<file path="src/rtl/prog_loader.sv">
// prog_loader: receives a length-prefixed byte image from a host and shifts it,
// word by word, into the JTAG RAM chain, then zero-pads the chain to DEPTH words.
// Optional feature macro: PROG_LOADER_CHKSUM_EN adds a trailing XOR checksum byte (CHK/ERR).
module prog_loader #(
   parameter int DEPTH = 1024
) (
   input  logic        clk,
   input  logic        rst,
   input  logic        start,
   input  logic        byte_valid,
   input  logic [7:0]  byte_data,
   output logic        byte_ready,
   output logic        Jen,
   output logic [31:0] Jin,
   output logic        core_rst,
   output logic        done,
   output logic        err,
   output logic [10:0] word_count
);

   // word_count is 11 bits wide, so DEPTH must not exceed 2047
   localparam logic [10:0] DEPTH_W  = 11'(DEPTH);
   localparam logic [15:0] DEPTH_16 = 16'(DEPTH);

   typedef enum logic [3:0] {
      IDLE,
      HDR_HI,
      HDR_LO,
      DATA,
      SHIFT,
      PAD,
`ifdef PROG_LOADER_CHKSUM_EN
      CHK,
`endif
      DONE,
      ERR
   } state_t;

   // where the loader goes once the chain holds DEPTH words
`ifdef PROG_LOADER_CHKSUM_EN
   localparam state_t FINISH = CHK;
`else
   localparam state_t FINISH = DONE;
`endif

   state_t      state, state_d;
   logic [31:0] word_q, word_d;      // word being assembled, big-endian
   logic [1:0]  byte_idx, idx_d;     // byte position within the current word
   logic [7:0]  len_hi, len_hi_d;    // high header byte, held until the low byte arrives
   logic [10:0] len_l, len_d;        // clamped data word count L
   logic [10:0] wc_d;
   logic [10:0] wc_inc;              // saturating word_count + 1
   logic [15:0] hdr_len;
`ifdef PROG_LOADER_CHKSUM_EN
   logic [7:0]  csum, csum_d;        // running XOR of header and data bytes
`endif

   assign hdr_len = {len_hi, byte_data};
   assign wc_inc  = (word_count >= DEPTH_W) ? word_count : word_count + 11'd1;

   // next-state, datapath next values and Moore outputs
   always_comb begin
      state_d    = state;
      word_d     = word_q;
      idx_d      = byte_idx;
      len_hi_d   = len_hi;
      len_d      = len_l;
      wc_d       = word_count;
`ifdef PROG_LOADER_CHKSUM_EN
      csum_d     = csum;
`endif
      byte_ready = 1'b0;
      Jen        = 1'b0;
      Jin        = 32'd0;
      core_rst   = 1'b1;
      done       = 1'b0;
      err        = 1'b0;

      case (state)
         IDLE, DONE, ERR: begin
            if (state == DONE) begin
               done     = 1'b1;
               core_rst = 1'b0;
            end
`ifdef PROG_LOADER_CHKSUM_EN
            if (state == ERR) err = 1'b1;
`endif
            if (start) begin
               state_d = HDR_HI;
               wc_d    = 11'd0;
               idx_d   = 2'd0;
`ifdef PROG_LOADER_CHKSUM_EN
               csum_d  = 8'd0;
`endif
            end
         end

         HDR_HI: begin
            byte_ready = 1'b1;
            if (byte_valid) begin
               len_hi_d = byte_data;
               state_d  = HDR_LO;
`ifdef PROG_LOADER_CHKSUM_EN
               csum_d   = csum ^ byte_data;
`endif
            end
         end

         HDR_LO: begin
            byte_ready = 1'b1;
            if (byte_valid) begin
               // zero or oversize length means "fill the whole chain with data"
               if (hdr_len == 16'd0 || hdr_len > DEPTH_16) len_d = DEPTH_W;
               else                                        len_d = hdr_len[10:0];
               idx_d   = 2'd0;
               state_d = DATA;
`ifdef PROG_LOADER_CHKSUM_EN
               csum_d  = csum ^ byte_data;
`endif
            end
         end

         DATA: begin
            byte_ready = 1'b1;
            if (byte_valid) begin
               word_d = {word_q[23:0], byte_data};
               idx_d  = byte_idx + 2'd1;
               if (byte_idx == 2'd3) state_d = SHIFT;
`ifdef PROG_LOADER_CHKSUM_EN
               csum_d = csum ^ byte_data;
`endif
            end
         end

         SHIFT: begin
            Jen  = 1'b1;
            Jin  = word_q;
            wc_d = wc_inc;
            // wc_inc is the number of words in the chain after this shift
            if (wc_inc < len_l)        state_d = DATA;
            else if (wc_inc < DEPTH_W) state_d = PAD;
            else                       state_d = FINISH;
         end

         PAD: begin
            Jen  = 1'b1;
            wc_d = wc_inc;
            if (wc_inc >= DEPTH_W) state_d = FINISH;
         end

`ifdef PROG_LOADER_CHKSUM_EN
         CHK: begin
            byte_ready = 1'b1;
            if (byte_valid) begin
               if (byte_data == csum) state_d = DONE;
               else                   state_d = ERR;
            end
         end
`endif

         default: state_d = IDLE;
      endcase
   end

   // state and datapath registers with synchronous reset
   always_ff @(posedge clk) begin
      if (rst) begin
         state      <= IDLE;
         word_q     <= 32'd0;
         byte_idx   <= 2'd0;
         len_hi     <= 8'd0;
         len_l      <= 11'd0;
         word_count <= 11'd0;
`ifdef PROG_LOADER_CHKSUM_EN
         csum       <= 8'd0;
`endif
      end else begin
         state      <= state_d;
         word_q     <= word_d;
         byte_idx   <= idx_d;
         len_hi     <= len_hi_d;
         len_l      <= len_d;
         word_count <= wc_d;
`ifdef PROG_LOADER_CHKSUM_EN
         csum       <= csum_d;
`endif
      end
   end

endmodule

</file>
<file path="config.mk">
export PLATFORM = sky130hd
export DESIGN_NAME = prog_loader
export DESIGN_NICKNAME = d
export VERILOG_FILES = /design/src/rtl/prog_loader.sv
export SDC_FILE = /design/constraint.sdc
export NUM_CORES = 1
export LEC_CHECK = 0
export ABC_AREA = 1
export ABC_CLOCK_PERIOD_IN_PS = 3420
export CAP_MARGIN = 20
export CORE_MARGIN = 2
export CORE_UTILIZATION = 50
export CTS_CLUSTER_SIZE = 12
export DETAILED_ROUTE_END_ITERATION = 10
export HOLD_SLACK_MARGIN = 0.1
export PLACE_DENSITY = 0.82
export SYNTH_ARGS = -nofsm -noshare
export SYNTH_HDL_FRONTEND = slang
export SYNTH_SLANG_ARGS = --single-unit
</file>
<file path="constraint.sdc">
create_clock -name clk -period 3.42 [get_ports clk]
set_input_delay 0.513 -clock clk [delete_from_list [all_inputs] [get_ports clk]]
set_output_delay 0.513 -clock clk [all_outputs]
set_load 0.02 [all_outputs]
</file>
==> reports/qor.txt, run 1 <==
Run status = complete, no violations
Die ar. = 7487 sq um
Post-CTS Setup Repair Bufs = 0
RSZ-0062 raised after global routing = false
Critical Path RT = 2.91 ns
DRC errors left = 0
Sequential-to-total area share from yosys stat = 0.3938
Clk root buf = clkbuf_8
CTS buffer count = 9
EDFF count, synth = 0
Net Count, Synth = 516
Final net count = 562
Clock buffer depth = 2
Switch Pwr = 765.5 uW
Final WL = 7.347 mm
Mapped Cells = 490
Slew headroom = 0.3579
Ys async rst share = 0
Part of the power in registers = 0.436
Clk_lat worst skew = 0.34 ns
Filler cell count = 640
Logic pwr share = 0.292
Internal cell power = 1.326 mW
Chip Height = 86.53 microns
GRT Overall Usage = 0.2044
Row count = 30
Area of the multi-input gates = 1634 sq um
Worst VDD drop = 0.3266 mV
Worst setup path class = reg2out
Port bufs = 58
HP Class = reg2reg
Synth warn = 0
Leak pwr = 1.557 nW
DRT Pass-1 Iters = 5
Critical Path Sink Type = primary output
F_max = 335.5 MHz
CTS tree = built
Maxcap violations = 0
Clock skew = 0.007802 ns
IO Count = 60
Starting density of the core = 0.5097
Clk pin slew, worst setup/hold paths = 0.07 ns
Core area = 6681 sq um
Vias = 3129
Synth cell types = 31
Area Growth Syn to Fin = 21.38%
Sw frac = 0.3660
Sum Neg Setup Slack = 0 ns
Total grt overflow = 0
Clock H-tree levels = 3
Antenna diodes = 0
Yosys reg bits = 67
Setup violators final = 0
Initial drt markers = 186
Power Density = 505.9 nW/um^2
Vias in the first global route = 2949
Register area = 1341 sq um
Share of cells above drive strength 1 = 0.06667
DRT antenna net count = 0
Worst slew pin tran = 0.9621 ns
Hold_ws = 0.4538 ns
Final Hold Vio Count = 0
Avg Cell Area, Syn = 6.951 sq um
Clock power share = 0.271
DR WL/cell = 11.85 microns
Resized cells post-CTS = 0
Critical-path maximum fanout = 32
Main synth FF type = dfxtp_1
Max Slew Vio Count = 0
First-pass GRT wire length = 12.42 mm
Worst Path Arrival = 2.47 ns
Period utilisation layout = 0.8715
Minimum clock period = 2.981 ns
Gpl congestion = 0.9207
Vias per cell = 5.047
Largest net degree at the start of global routing = 65
Post-synthesis cell area = 3406 sq um
Initial antenna violation count = 0
HPWL reported at the end of detailed placement = 5.191 mm
# hold bufs at CTS = 0
Sink Count = 67
Die Wd = 86.53 microns
Worst setup SP type = flip-flop
[power groups by stage]
stage                     sequential, mW  combinational [mW]  clock, mW
after floorplan                    0.918               0.515          0
after global placement             0.926               0.587          0
after detailed placement           0.929               0.605          0
final                              0.913               0.611      0.568
after global routing               0.922               0.705      0.608
after CTS                          0.911               0.608      0.578
[worst max-delay path, stage by stage (launching register included)]
cell	delay [ns]
dfxtp_1	0.53
nand2_4	0.12
nor2_1	0.17
inv_1	0.43
nor2_1	0.24
clkdlybuf4s50_1	0.63
[path summary, 6_finish.rpt]
path	from	to	slack [ns]	cells after the start
hold / removal	word_q[30]$_SDFFE_PP0P_	word_q[30]$_SDFFE_PP0P_	0.45	2
setup / recovery	state[2]$_SDFFE_PP0P_	Jin[2]	0.44	5
hold reg to reg	word_q[30]$_SDFFE_PP0P_	word_q[30]$_SDFFE_PP0P_	0.45	2
setup reg to reg	word_count[10]$_SDFFE_PP0P_	state[1]$_SDFFE_PP0P_	0.99	18
[Yosys cell counts, types with 2 or more instances]
master	instances	area, sq um
inv_1	74	277.8
nand2_1	72	270.3
a21oi_1	68	340.3
dfxtp_1	67	1341
nor2_1	58	217.7
o21ai_0	53	265.3
nand3_1	18	90.09
ha_1	14	175.2
buf_2	11	55.05
clkbuf_1	9	33.78
inv_2	5	18.77
nor2_2	5	31.28
nand4_1	4	25.02
nor3_1	4	20.02
xor2_1	4	35.03
buf_4	3	22.52
xnor2_1	3	26.28
buf_6	2	22.52
nand2_2	2	12.51
nor4_1	2	12.51
o21ai_2	2	17.52
[registers in the layout, summed over array words and instances, names as in the netlist]
| register | cells |
|---|---|
| word_q | 32 |
| len_l | 11 |
| word_count | 11 |
| len_hi | 8 |
| state | 3 |
| byte_idx | 2 |
[final cells by class]
cell class                      count  share of cell area
Clock buffer                        9             0.02996
Tap cell                           80             0.02421
Timing Repair Buffer               60              0.1441
Multi-Input combinational cell    319              0.3953
Clock inverter                      6             0.01029
Inverter                           79             0.07173
Sequential cell                    67              0.3245
[logic make-up after synthesis]
kind of cell             count (synthesis)  share of synthesized area
flip-flops                              67                     0.3938
buffers and inverters                  104                     0.1264
adder cells (fa/ha/maj)                 14                    0.05143
other                                    1                   0.001101
AND/OR/NAND/NOR                        172                     0.2219
AO/OA/AOI/OAI                          125                     0.1874
XOR/XNOR                                 7                    0.01800
[layer usage]
| metal | global-route usage | routed length [microns] | up-vias |
|---|---|---|---|
| met4 | 0.09943 | 153 | 0 |
| met5 | 0 | 0 | - |
| li1 | - | - | 1646 |
| met2 | 0.3448 | 3506 | 67 |
| met3 | 0.03143 | 272 | 13 |
| met1 | 0.2543 | 3416 | 1403 |
[stage by stage]
step           power [mW]  std cells    util  cell area [sq um]  setup slack (ns)
2_1_floorplan       1.432        490       -               3406             1.139
3_3_place_gp        1.513        605  0.5938               3968            0.8462
3_5_place_dp        1.534        605  0.5938               3968            0.8010
4_1_cts             2.097        620  0.6187               4134            0.4232
5_1_grt             2.235        620  0.6187               4134            0.2306
6_report            2.091        620  0.6187               4134            0.4395
[layout by cell type (no fill, tap or decap), types with 2 or more instances in the layout]
cell and count:
nor2_1 58, ha_1 14, dfxtp_1 67, o21ai_0 53, inv_1 74, clkinv_2 2, nand2_1 72, a21oi_1 68
nand4_1 4, clkinvlp_4 2, nor4_1 2, clkbuf_8 9, nor3_1 4, nand3_1 18, buf_4 2, inv_2 5
xor2_1 4, nand2_2 2, xnor2_1 3, o21ai_2 2, clkdlybuf4s50_1 58, nor2_2 5
Note: power is estimated with default switching activity, not from simulation.
==> run 2, diff against run 1 <==
CELL_PAD_IN_SITES_DETAIL_PLACEMENT = 1   (was not set)
CELL_PAD_IN_SITES_GLOBAL_PLACEMENT = 2   (was not set)
CORE_UTILIZATION = 31   (was 50)
PLACE_DENSITY = 0.9   (was 0.82)
==> reports/qor.txt, run 2 (synthesis gave the netlist of run 1 again) <==
Clock buffer depth = 2 (unchanged)
Reg-to-reg endpoint = state[1]$_SDFFE_PP0P_ (unchanged)
Run status = complete, no violations (unchanged)
Largest Register = word_q (unchanged)
R2r setup slk = 0.85 ns (was 0.99 ns)
Total grt overflow = 0 (unchanged)
Resized cells post-CTS = 0 (unchanged)
HP Class = reg2reg (unchanged)
Setup ws final = 0.3678 ns (was 0.4395 ns)
DRT Pass-1 Iters = 4 (was 5)
Initial antenna violation count = 0 (unchanged)
Initial drt markers = 71 (was 186)
Worst setup path class = reg2out (unchanged)
HPWL reported at the end of detailed placement = 6.319 mm (was 5.191 mm)
Power Density = 543.6 nW/um^2 (was 505.9 nW/um^2)
Row count = 38 (was 30)
Leak pwr = 1.593 nW (was 1.557 nW)
DRC errors left = 0 (unchanged)
Critical Path RT = 2.91 ns (about the same)
Vias in the first global route = 3155 (was 2949)
Worst slew pin tran = 0.9906 ns (was 0.9621 ns)
Worst VDD drop = 0.2705 mV (was 0.3266 mV)
Hold Path Depth = 2 (unchanged)
Biggest regs = word_q (32), len_l (11), word_count (11) (unchanged)
IO Count = 60 (unchanged)
Max Slew Vio Count = 0 (unchanged)
Sum Neg Setup Slack = 0 ns (unchanged)
F_max = 327.6 MHz (was 335.5 MHz)
Design Area, Final = 4273 sq um (was 4134 sq um)
Post-CTS Setup Repair Bufs = 0 (unchanged)
RSZ-0062 raised after global routing = false (unchanged)
DR WL/cell = 12.94 microns (was 11.85 microns)
Antenna diodes = 0 (unchanged)
Vias per cell = 4.661 (was 5.047)
Hold_sp = word_q[26]$_SDFFE_PP0P_ (was word_q[30]$_SDFFE_PP0P_)
Chip Height = 108.8 microns (was 86.53 microns)
Pre-CTS setup slack = 0.6657 ns (was 0.8010 ns)
Die ar. = 11840 sq um (was 7487 sq um)
Worst setup SP type = flip-flop (unchanged)
Final WL = 8.815 mm (was 7.347 mm)
Clock skew = 0.01464 ns (was 0.007802 ns)
Worst Path Arrival = 2.54 ns (was 2.47 ns)
Critical-path maximum fanout = 32 (unchanged)
# hold bufs at CTS = 0 (unchanged)
Minimum clock period = 3.052 ns (was 2.981 ns)
Vias = 3174 (was 3129)
Critical Path Sink Type = primary output (unchanged)
Worst R2R Path Depth = 18 (unchanged)
Fin cells = 681 (was 620)
Most common cell after layout, fill and taps aside = inv_1 (unchanged)
Setup violators final = 0 (unchanged)
Maxcap violations = 0 (unchanged)
Largest net degree at the start of global routing = 65 (unchanged)
Final Hold Vio Count = 0 (unchanged)
Slew headroom = 0.3372 (was 0.3579)
Gpl congestion = 0.8247 (was 0.9207)
Starting density of the core = 0.3156 (was 0.5097)
Clk_lat worst skew = 0.35 ns (was 0.34 ns)
Period utilisation layout = 0.8925 (was 0.8715)
Dpl cells = 665 (was 605)
Hold endpoint = word_q[26]$_SDFFE_PP0P_ (was word_q[30]$_SDFFE_PP0P_)
Area Growth Syn to Fin = 25.46% (was 21.38%)
Clock H-tree levels = 3 (unchanged)
Clk pin slew, worst setup/hold paths = 0.09 ns (was 0.07 ns)
Final net count = 562 (unchanged)
Share of cells above drive strength 1 = 0.06839 (was 0.06667)
Post-placement cell area = 4043 sq um (was 3968 sq um)
CTS buffer count = 9 (unchanged)
GRT Overall Usage = 0.1595 (was 0.2044)
Sink Count = 67 (unchanged)
CTS tree = built (unchanged)
Commonest non-fill, non-tap cells in the layout = inv_1, nand2_1, a21oi_1 (unchanged)
DRT antenna net count = 0 (unchanged)
Port bufs = 58 (unchanged)
Core area = 10790 sq um (was 6681 sq um)
Critical R2R Launch = word_count[10]$_SDFFE_PP0P_ (unchanged)
Max reg flops = 32 (unchanged)
First-pass GRT wire length = 14.90 mm (was 12.42 mm)
Die Wd = 108.8 microns (was 86.53 microns)
Clk root buf = clkbuf_8 (unchanged)
-- run 2: worst max path at each step --
stage,endpoint,from,slack [ns]
final,Jin[13],state[2]$_SDFFE_PP0P_,0.37
after global routing,Jin[13],state[2]$_SDFFE_PP0P_,0.10
after CTS,Jin[6],state[2]$_SDFFE_PP0P_,0.26
after detailed placement,Jin[13],state[2]$_SDFFE_PP0P_,0.67
after global placement,Jin[13],state[2]$_SDFFE_PP0P_,0.73
after floorplan,state[0]$_SDFFE_PP0P_,word_count[0]$_SDFFE_PP0P_,1.14
-- run 2: power breakdown --
part,internal (mW),switching (mW)
combinational,0.205,0.427
clock,0.425,0.352
sequential,0.861,0.0528
-- run 2: cell type report --
| class | count | area, sq um |
|---|---|---|
| tap | 140 | 175.2 |
| clock inverter | 7 | 106.4 |
| sequential | 67 | 1341 |
| clock buffer | 9 | 123.9 |
| fill | 1371 | 6520 |
| inverter | 79 | 296.5 |
| multi-input combinational | 319 | 1634 |
| timing repair buffer | 60 | 595.6 |
-- run 2: through the flow --
step	utilization	hold slack, ns	power [mW]
3_3_place_gp	0.3746	0.4392	1.539
6_report	0.3959	0.4580	2.323
2_1_floorplan	-	0.4300	1.432
4_1_cts	0.3959	0.4634	2.362
5_1_grt	0.3959	0.4748	2.504
3_5_place_dp	0.3746	0.4510	1.570
-- run 2: critical path, stage by stage (launching register included) --
cell	delay, ns
dfxtp_1	0.55
nand2_4	0.12
nor2_1	0.19
inv_1	0.43
nor2_1	0.25
clkdlybuf4s50_1	0.64
-- run 2: per-layer routing --
metal | up-vias | global-route usage | share of wire | routed length [microns]
met5 | - | 0 | 0 | 0
met4 | 0 | 0.05311 | 0.013 | 116
met3 | 10 | 0.03168 | 0.035 | 312
met2 | 49 | 0.2710 | 0.49 | 4347
met1 | 1470 | 0.2021 | 0.46 | 4039
li1 | 1645 | - | - | -
==> run 3, diff against run 2 <==
SLEW_MARGIN = 30   (was not set)
==> reports/qor.txt, run 3 (synthesis gave the netlist of run 1 again) <==
Run status = complete, no violations (unchanged)
Worst VDD drop = 0.2706 mV (was 0.2705 mV)
CTS tree = built (unchanged)
Hold_sp = word_q[26]$_SDFFE_PP0P_ (unchanged)
Sum Neg Setup Slack = 0 ns (unchanged)
Vias per cell = 4.656 (was 4.661)
Largest Register = word_q (unchanged)
Port bufs = 58 (unchanged)
Clock H-tree levels = 3 (unchanged)
IO Count = 60 (unchanged)
Commonest non-fill, non-tap cells in the layout = inv_1, nand2_1, a21oi_1 (unchanged)
Antenna diodes = 0 (unchanged)
Critical Path RT = 2.91 ns (about the same)
Largest net degree at the start of global routing = 65 (unchanged)
Worst setup path class = reg2out (unchanged)
R2r setup slk = 0.85 ns (about the same)
Maxcap violations = 0 (unchanged)
Final WL = 8.809 mm (was 8.815 mm)
F_max = 354.1 MHz (was 327.6 MHz)
GRT busiest layer = met2 (unchanged)
Sink Count = 67 (unchanged)
Post-CTS Setup Repair Bufs = 0 (unchanged)
Chip Height = 108.8 microns (unchanged)
Total grt overflow = 0 (unchanged)
Final Hold Vio Count = 0 (unchanged)
Worst R2R Path Depth = 18 (unchanged)
Setup violators final = 0 (unchanged)
Reg-to-reg endpoint = state[1]$_SDFFE_PP0P_ (unchanged)
Worst path most repeated cell = nor2_1 (unchanged)
Met3 Use GR = 0.03168 (unchanged)
Worst slew pin tran = 0.7136 ns (was 0.9906 ns)
Biggest regs = word_q (32), len_l (11), word_count (11) (unchanged)
Core area = 10790 sq um (unchanged)
CTS buffer count = 9 (unchanged)
DRT antenna net count = 0 (unchanged)
Clk root buf = clkbuf_8 (unchanged)
Slowest-stage cell, CP = clkdlybuf4s50_1 (unchanged)
Worst Path Arrival = 2.31 ns (was 2.54 ns)
Vias in the first global route = 3155 (unchanged)
DR WL/cell = 12.94 microns (about the same)
GRT Overall Usage = 0.1595 (unchanged)
Post-placement cell area = 4043 sq um (unchanged)
GRT met1 Usage = 0.2021 (unchanged)
Share of cells above drive strength 1 = 0.07024 (was 0.06839)
Clock buffer depth = 2 (unchanged)
Clk_lat worst skew = 0.35 ns (about the same)
Slew headroom = 0.5237 (was 0.3372)
Max stage delay on crit path = 0.63 ns (was 0.64 ns)
DRC errors left = 0 (unchanged)
DRT Pass-1 Iters = 4 (unchanged)
Final net count = 562 (unchanged)
Max Slew Vio Count = 0 (unchanged)
Hold endpoint = word_q[26]$_SDFFE_PP0P_ (unchanged)
Minimum clock period = 2.824 ns (was 3.052 ns)
Die Wd = 108.8 microns (unchanged)
Hold Path Depth = 2 (unchanged)
Gpl congestion = 0.8247 (unchanged)
Clk pin slew, worst setup/hold paths = 0.09 ns (about the same)
Hold_ws = 0.4581 ns (was 0.4580 ns)
Resized cells post-CTS = 0 (unchanged)
Critical-path maximum fanout = 32 (unchanged)
Vias = 3171 (was 3174)
First-pass GRT wire length = 14.90 mm (unchanged)
HPWL reported at the end of detailed placement = 6.319 mm (unchanged)
HP Class = reg2reg (unchanged)
Critical R2R Launch = word_count[10]$_SDFFE_PP0P_ (unchanged)
Power Density = 542.6 nW/um^2 (was 543.6 nW/um^2)
Clock skew = 0.01422 ns (was 0.01464 ns)
Die ar. = 11840 sq um (unchanged)
Area Growth Syn to Fin = 25.61% (was 25.46%)
Crit-path cells = nand2_4, nor2_1, inv_2, nor2_1, clkdlybuf4s50_1 (was nand2_4, nor2_1, inv_1, nor2_1, clkdlybuf4s50_1)
Period utilisation layout = 0.8258 (was 0.8925)
Max reg flops = 32 (unchanged)
Critical Path Sink Type = primary output (unchanged)
Design Area, Final = 4278 sq um (was 4273 sq um)
Worst setup SP type = flip-flop (unchanged)
# hold bufs at CTS = 0 (unchanged)
Initial antenna violation count = 0 (unchanged)
M2 GR Usage = 0.2710 (unchanged)
Most common cell after layout, fill and taps aside = inv_1 (unchanged)
Starting density of the core = 0.3156 (unchanged)
Row count = 38 (unchanged)
RSZ-0062 raised after global routing = false (unchanged)
Leak pwr = 1.601 nW (was 1.593 nW)
Initial drt markers = 70 (was 71)
## run 3: cell count changes in the layout (fill, tap and decap cells not counted)
cell     change
nand2_4      +1
inv_1        -1
inv_2        +1
nand2_2      -1
## run 3: layout make-up
type                            instances  area, sq um
Clock buffer                            9        123.9
Clock inverter                          7        106.4
Fill cell                            1370         6515
Inverter                               79        296.5
Multi-Input combinational cell        319         1639
Sequential cell                        67         1341
Tap cell                              140        175.2
Timing Repair Buffer                   60        595.6
## run 3: how the worst max path moves through the flow
| stage | start | end | slack (ns) | depth (start not counted) |
|---|---|---|---|---|
| floorplan | word_count[0]$_SDFFE_PP0P_ | state[0]$_SDFFE_PP0P_ | 1.14 | 17 |
| global route | state[2]$_SDFFE_PP0P_ | Jin[6] | 0.39 | 5 |
| CTS | state[2]$_SDFFE_PP0P_ | Jin[6] | 0.26 | 5 |
| global placement | state[2]$_SDFFE_PP0P_ | Jin[13] | 0.73 | 5 |
| finish | state[2]$_SDFFE_PP0P_ | Jin[13] | 0.60 | 5 |
| detailed placement | state[2]$_SDFFE_PP0P_ | Jin[13] | 0.67 | 5 |
## run 3: stage by stage
stage	setup slack [ns]	util	instances	power, mW
floorplan	1.139	-	490	1.432
global placement	0.7301	0.3746	665	1.539
detailed placement	0.6657	0.3746	665	1.570
CTS	0.2608	0.3959	681	2.362
global route	0.3916	0.3964	681	2.505
finish	0.5958	0.3964	681	2.321
## run 3: critical path, delay by kind of cell, from the launching register on
family                 cells  cell delay, ns
buffers and inverters      2            0.89
and+or+nand+nor            3            0.53
DFF                        1            0.54
## run 3: metal layers
layer / wire length, microns / share of wire
met1: 4145 / 0.47
met2: 4325 / 0.49
met3: 238 / 0.027
met4: 99 / 0.011
met5: 0 / 0
## run 3: where the power goes
group	internal, mW	total, mW	switching, mW	leakage (nW)
logic	0.205	0.632	0.427	0.943
clock network	0.425	0.775	0.350	0.117
registers	0.861	0.914	0.0525	0.542
